--- config.mk ---
export PLATFORM = sky130hd
export DESIGN_NAME = load_store_unit
export DESIGN_NICKNAME = d
export VERILOG_FILES = /design/src/rtl/load_store_unit.sv
export SDC_FILE = /design/constraint.sdc
export NUM_CORES = 1
export LEC_CHECK = 0
export CAP_MARGIN = 20
export CORE_ASPECT_RATIO = 0.6
export CORE_MARGIN = 3
export CORE_UTILIZATION = 43
export DETAILED_ROUTE_END_ITERATION = 10
export PLACE_DENSITY = 0.77
export SLEW_MARGIN = 10
export SYNTH_ARGS = -nofsm -noshare
export SYNTH_HDL_FRONTEND = slang
export SYNTH_SLANG_ARGS = --single-unit
--- constraint.sdc ---
create_clock -name clk -period 4.2 [get_ports clk]
set_input_delay 1.26 -clock clk [delete_from_list [all_inputs] [get_ports clk]]
set_output_delay 1.26 -clock clk [all_outputs]
set_load 0.01 [all_outputs]
--- src/rtl/load_store_unit.sv ---
// Load/store unit between the core and a synchronous-read data_mem; sub-word stores use read-modify-write.
// Optional macro LSU_MISALIGN_CHK_EN rejects misaligned halfword/word accesses instead of aligning them.
module load_store_unit #(
    parameter int unsigned DATA_WIDTH = 32,
    parameter int unsigned MEM_DEPTH  = 256
) (
    input  logic                  clk,
    input  logic                  rst,
    input  logic                  cs_mem_read,
    input  logic                  cs_mem_write,
    input  logic [2:0]            funct3,
    input  logic [DATA_WIDTH-1:0] addr,
    input  logic [DATA_WIDTH-1:0] write_data,
    output logic                  busy,
    output logic [DATA_WIDTH-1:0] load_data,
    output logic                  load_valid,
    output logic                  access_fault,
    output logic                  mem_write,
    output logic [DATA_WIDTH-1:0] mem_addr,
    output logic [DATA_WIDTH-1:0] mem_write_data,
    input  logic [DATA_WIDTH-1:0] mem_read_data
);

    localparam int unsigned W = DATA_WIDTH;

    localparam logic [1:0] S_IDLE     = 2'd0;
    localparam logic [1:0] S_LD_WAIT  = 2'd1;
    localparam logic [1:0] S_ST_READ  = 2'd2;
    localparam logic [1:0] S_ST_MERGE = 2'd3;

    generate
        if (DATA_WIDTH != 32 || MEM_DEPTH == 0) begin : g_bad_param
            $error("load_store_unit: only DATA_WIDTH=32 and MEM_DEPTH>0 are supported");
        end
    endgenerate

    logic [1:0]   state, state_nxt;
    logic         phase, phase_nxt;
    logic         busy_nxt, mem_write_nxt, load_valid_nxt, access_fault_nxt;
    logic [W-1:0] mem_addr_nxt, mem_write_data_nxt, load_data_nxt;
    logic [2:0]   op_f3, op_f3_nxt;
    logic [1:0]   op_lane, op_lane_nxt;
    logic [15:0]  op_wdata, op_wdata_nxt;

    logic         is_req, bad_f3, misalign, reject;
    logic [1:0]   lane;
    logic [7:0]   rd_byte;
    logic [15:0]  rd_half;
    logic [W-1:0] load_ext, merged;

    // Request decode: legality and the aligned byte lane of the access
    always_comb begin
        is_req = cs_mem_read | cs_mem_write;
        bad_f3 = (funct3 == 3'b011) || (funct3[2:1] == 2'b11) || (cs_mem_write && funct3[2]);
`ifdef LSU_MISALIGN_CHK_EN
        misalign = ((funct3[1:0] == 2'b01) && addr[0]) ||
                   ((funct3[1:0] == 2'b10) && (addr[1:0] != 2'b00));
`else
        misalign = 1'b0;
`endif
        reject = bad_f3 | misalign;
        case (funct3[1:0])
            2'b01:   lane = {addr[1], 1'b0};
            2'b10:   lane = 2'b00;
            default: lane = addr[1:0];
        endcase
    end

    // Lane extraction/extension for loads and lane merge for sub-word stores
    always_comb begin
        rd_byte = mem_read_data[{op_lane, 3'b000} +: 8];
        rd_half = mem_read_data[{op_lane[1], 4'b0000} +: 16];
        case (op_f3)
            3'b000:  load_ext = {{(W-8){rd_byte[7]}}, rd_byte};
            3'b001:  load_ext = {{(W-16){rd_half[15]}}, rd_half};
            3'b100:  load_ext = {{(W-8){1'b0}}, rd_byte};
            3'b101:  load_ext = {{(W-16){1'b0}}, rd_half};
            default: load_ext = mem_read_data;
        endcase
        merged = mem_read_data;
        if (op_f3[0]) begin
            merged[{op_lane[1], 4'b0000} +: 16] = op_wdata;
        end else begin
            merged[{op_lane, 3'b000} +: 8] = op_wdata[7:0];
        end
    end

    // Next-state and registered-output logic
    always_comb begin
        state_nxt          = state;
        phase_nxt          = phase;
        busy_nxt           = busy;
        mem_write_nxt      = 1'b0;
        load_valid_nxt     = 1'b0;
        access_fault_nxt   = 1'b0;
        mem_addr_nxt       = mem_addr;
        mem_write_data_nxt = mem_write_data;
        load_data_nxt      = load_data;
        op_f3_nxt          = op_f3;
        op_lane_nxt        = op_lane;
        op_wdata_nxt       = op_wdata;

        case (state)
            S_IDLE: begin
                if (is_req) begin
                    if (reject) begin
                        access_fault_nxt = 1'b1;
                    end else begin
                        mem_addr_nxt = {2'b00, addr[W-1:2]};
                        op_f3_nxt    = funct3;
                        op_lane_nxt  = lane;
                        op_wdata_nxt = write_data[15:0];
                        busy_nxt     = 1'b1;
                        phase_nxt    = 1'b0;
                        if (!cs_mem_write) begin
                            state_nxt = S_LD_WAIT;
                        end else if (funct3 == 3'b010) begin
                            mem_write_nxt      = 1'b1;
                            mem_write_data_nxt = write_data;
                            state_nxt          = S_ST_MERGE;
                        end else begin
                            state_nxt = S_ST_READ;
                        end
                    end
                end
            end
            S_LD_WAIT: begin
                if (!phase) begin
                    phase_nxt = 1'b1;
                end else begin
                    load_data_nxt  = load_ext;
                    load_valid_nxt = 1'b1;
                    busy_nxt       = 1'b0;
                    state_nxt      = S_IDLE;
                end
            end
            S_ST_READ: begin
                if (!phase) begin
                    phase_nxt = 1'b1;
                end else begin
                    mem_write_data_nxt = merged;
                    mem_write_nxt      = 1'b1;
                    state_nxt          = S_ST_MERGE;
                end
            end
            default: begin
                busy_nxt  = 1'b0;
                state_nxt = S_IDLE;
            end
        endcase
    end

    always_ff @(posedge clk or posedge rst) begin
        if (rst) begin
            state          <= S_IDLE;
            phase          <= 1'b0;
            busy           <= 1'b0;
            mem_write      <= 1'b0;
            load_valid     <= 1'b0;
            access_fault   <= 1'b0;
            mem_addr       <= '0;
            mem_write_data <= '0;
            load_data      <= '0;
            op_f3          <= 3'b000;
            op_lane        <= 2'b00;
            op_wdata       <= 16'h0000;
        end else begin
            state          <= state_nxt;
            phase          <= phase_nxt;
            busy           <= busy_nxt;
            mem_write      <= mem_write_nxt;
            load_valid     <= load_valid_nxt;
            access_fault   <= access_fault_nxt;
            mem_addr       <= mem_addr_nxt;
            mem_write_data <= mem_write_data_nxt;
            load_data      <= load_data_nxt;
            op_f3          <= op_f3_nxt;
            op_lane        <= op_lane_nxt;
            op_wdata       <= op_wdata_nxt;
        end
    end

endmodule

==> metrics <==
status=finished clean; core footprint=15500 µm²; CTS tree=done; Power Internal=4.89 mW; top layer in use=met4; mux contribution to synthesized area=0.205; Tightest Hold Check Type=reg2reg; post-route setup TNS=0 ns; Peak supply drop=0.423 mV; remaining global-route overflow=0; Synth Area in Simple Gates=0.117; Synth top area share=0.444; Mapped Area=6870 µm²; WL per Instance=21.3 µm; initial DRC count=684; Synth Area in XOR/XNOR=0; CTS clk-pin slew, worst paths=0.06 ns; Placer Congestion=0.924; Top delay family on crit path=simple AND/OR/NAND/NOR gates; Post-synth EDFFs=0; vias per cell=5.84; Worst-Margin Slew=0.926 ns; die height=104 µm; fmax=312 MHz; worst path bufs/invs=2; antenna diode count=0; Setup crit end kind=register; clock root buffer=clkbuf_16; synth top area cells=dfrtp_1, mux2_2, mux2i_1, nand2_1, nand2b_1; R2R cell count=6; Synth Instances=661; Synth Area in Compound Gates=0.159; async set-reset flop share out of synthesis=1.00; RSZ-0062 raised after global routing=no; Global Route Usage Sum=0.252; CP Cell Sequence=clkdlybuf4s50_1, or2_2, a211o_1, nand2_2, buf_4, mux2i_1; clk_lat worst skew=0.42 ns; drt total wl=22500 µm; Hold Path Depth=1; row count=35; fillers=1287; nets=958; dpl cell area=9020 µm²; Post-Synth Adder-Cell Area=0.0200; CTS Hold Bufs=0; sequential power share=0.296; Layout area overhead=40.6%; switching power=3.05 mW; slowest stage delay, CP=0.53 ns; clk buf depth=2; yosys warns=0; Die Wd=169 µm; sw frac=0.384; WP depth=6; Post-synth top cells=dfrtp_1, mux2_2, nand2_1; Critical Path Source Type=primary input; DR WL met2=9180 µm; CTS buffer count=17; I/O pin count=203; Yosys reg bits=122; routed vias=6186; vias in the first global route=5962; met1 WL=10100 µm; Max Cap Viol=0; drt pass-1 iters=5; port buffer count=200; Yosys cell types=46; Max Fanout on Critical Path=26; antenna violations before repair=0; minimum clock period=3.21 ns; PwrDens=823 nW/µm²; most instantiated library cell after synthesis=dfrtp_1; WP data required=4.53 ns; layout cell share with drive strength beyond 1=0.184; Most used DFF post-synth=dfrtp_1; number of remaining DRC errors=0; H-tree levels=4; Routed Antenna Nets=0; Combinational Power Share=0.518; post-DP HPWL=16100 µm; CP Class=in2reg; syn avg cell area=10.4 µm²; first-pass GRT wire length=34300 µm; Crit path arrival time=3.54 ns; Final Instance Area=9660 µm²; post-synthesis sequential area ratio=0.444; P_leak=4.04 nW; main combinational cell family by area after synthesis=multiplexers; Post-CTS Setup Bufs=0; period utilisation layout=0.764; # clock sinks=122; Final Hold Viols=0; max-slew violations=0; worst setup skew after layout=0.0107 ns; Clock Power Share=0.187; CP max-delay cell=nand2_2; met3 wire len=2920 µm; cell taking the most area after synthesis=dfrtp_1; Max-slew headroom=0.382; endpoints failing setup=0; post-CTS sizing=0; Initial Util=0.443; largest net degree at the start of global routing=45; die area=17600 µm²
flip-flops by register name (all words and copies together) (netlist names):
name            count
op_f3               3
phase               1
state               2
load_valid          1
access_fault        1
busy                1
mem_addr           30
op_lane             2
load_data          32
op_wdata           16
mem_write_data     32
mem_write           1
final timing paths:
path / from / endpoint / slack (ns)
worst max-delay path: cs_mem_write / mem_write_data[24]$_DFFE_PP0P_ / 0.99
worst min-delay path: mem_addr[8]$_DFFE_PP0P_ / mem_addr[8]$_DFFE_PP0P_ / 0.50
worst max register to register: op_lane[1]$_DFFE_PP0P_ / mem_write_data[24]$_DFFE_PP0P_ / 1.36
worst min register to register: mem_addr[8]$_DFFE_PP0P_ / mem_addr[8]$_DFFE_PP0P_ / 0.50
max in group asynchronous: rst / op_lane[1]$_DFFE_PP0P_ / 2.11
min in group asynchronous: rst / load_data[1]$_DFFE_PP0P_ / 1.38
cell usage in the layout (no fill, tap or decap), types with 2 or more instances in the layout:
cell	n
clkinv_4	5
clkinvlp_4	3
o221ai_1	16
buf_12	3
clkinv_2	2
mux4_2	2
clkbuf_16	17
a31oi_1	24
a21o_1	3
buf_4	12
bufinv_16	2
mux2_2	97
nor4bb_1	8
inv_6	3
and3_1	8
a21oi_1	28
conb_1	2
o22a_1	8
a221o_1	8
o21ai_0	26
nand2_2	2
nor2_1	20
a211oi_1	17
nand2b_1	28
nand2_1	62
inv_1	26
o22ai_1	25
nor3_1	3
ha_1	11
mux2i_1	27
dfrtp_1	121
nand3_1	15
nor2b_1	2
clkdlybuf4s50_1	200
routing by layer:
metal	global-route usage	vias up
li1	-	2783
met5	0	-
met3	0.0991	32
met1	0.376	2992
met4	0.0618	0
met2	0.340	379
through the flow:
step	total power, mW	utilization	hold slack, ns	cells	setup slack, ns
after floorplan	4.67	-	0.498	662	1.44
after global placement	6.27	0.582	0.488	1026	0.669
after detailed placement	6.35	0.582	0.492	1026	0.603
after CTS	7.88	0.620	0.507	1058	1.02
after global routing	8.40	0.623	0.519	1060	0.912
final	7.94	0.623	0.503	1060	0.990
cell families (layout without fill, tap and decap cells):
logic type | after synthesis | after routing
mux | 126 | 126
other cells | 1 | 2
buf+inv | 81 | 276
simple gates | 157 | 157
fa+ha+maj | 11 | 11
flops | 122 | 122
compound gates | 163 | 163
power by group through the flow:
| stage | Sequential [mW] | Clock [mW] | Combinational (mW) |
|---|---|---|---|
| global placement | 2.35 | 0 | 3.93 |
| CTS | 2.36 | 1.49 | 4.03 |
| finish | 2.35 | 1.48 | 4.11 |
| detailed placement | 2.36 | 0 | 3.99 |
| floorplan | 2.36 | 0 | 2.30 |
| global route | 2.41 | 1.55 | 4.43 |
final cells by class:
class                      instances  area (µm²)  share of cell area
clock inverter                    15         166              0.0172
tap                              203         254              0.0263
sequential                       122        3050               0.316
timing repair buffer             217        2190               0.227
clock buffer                      17         425              0.0441
inverter                          27         105              0.0109
multi-input combinational        459        3460               0.358
Power figures use the tool's default switching activity.
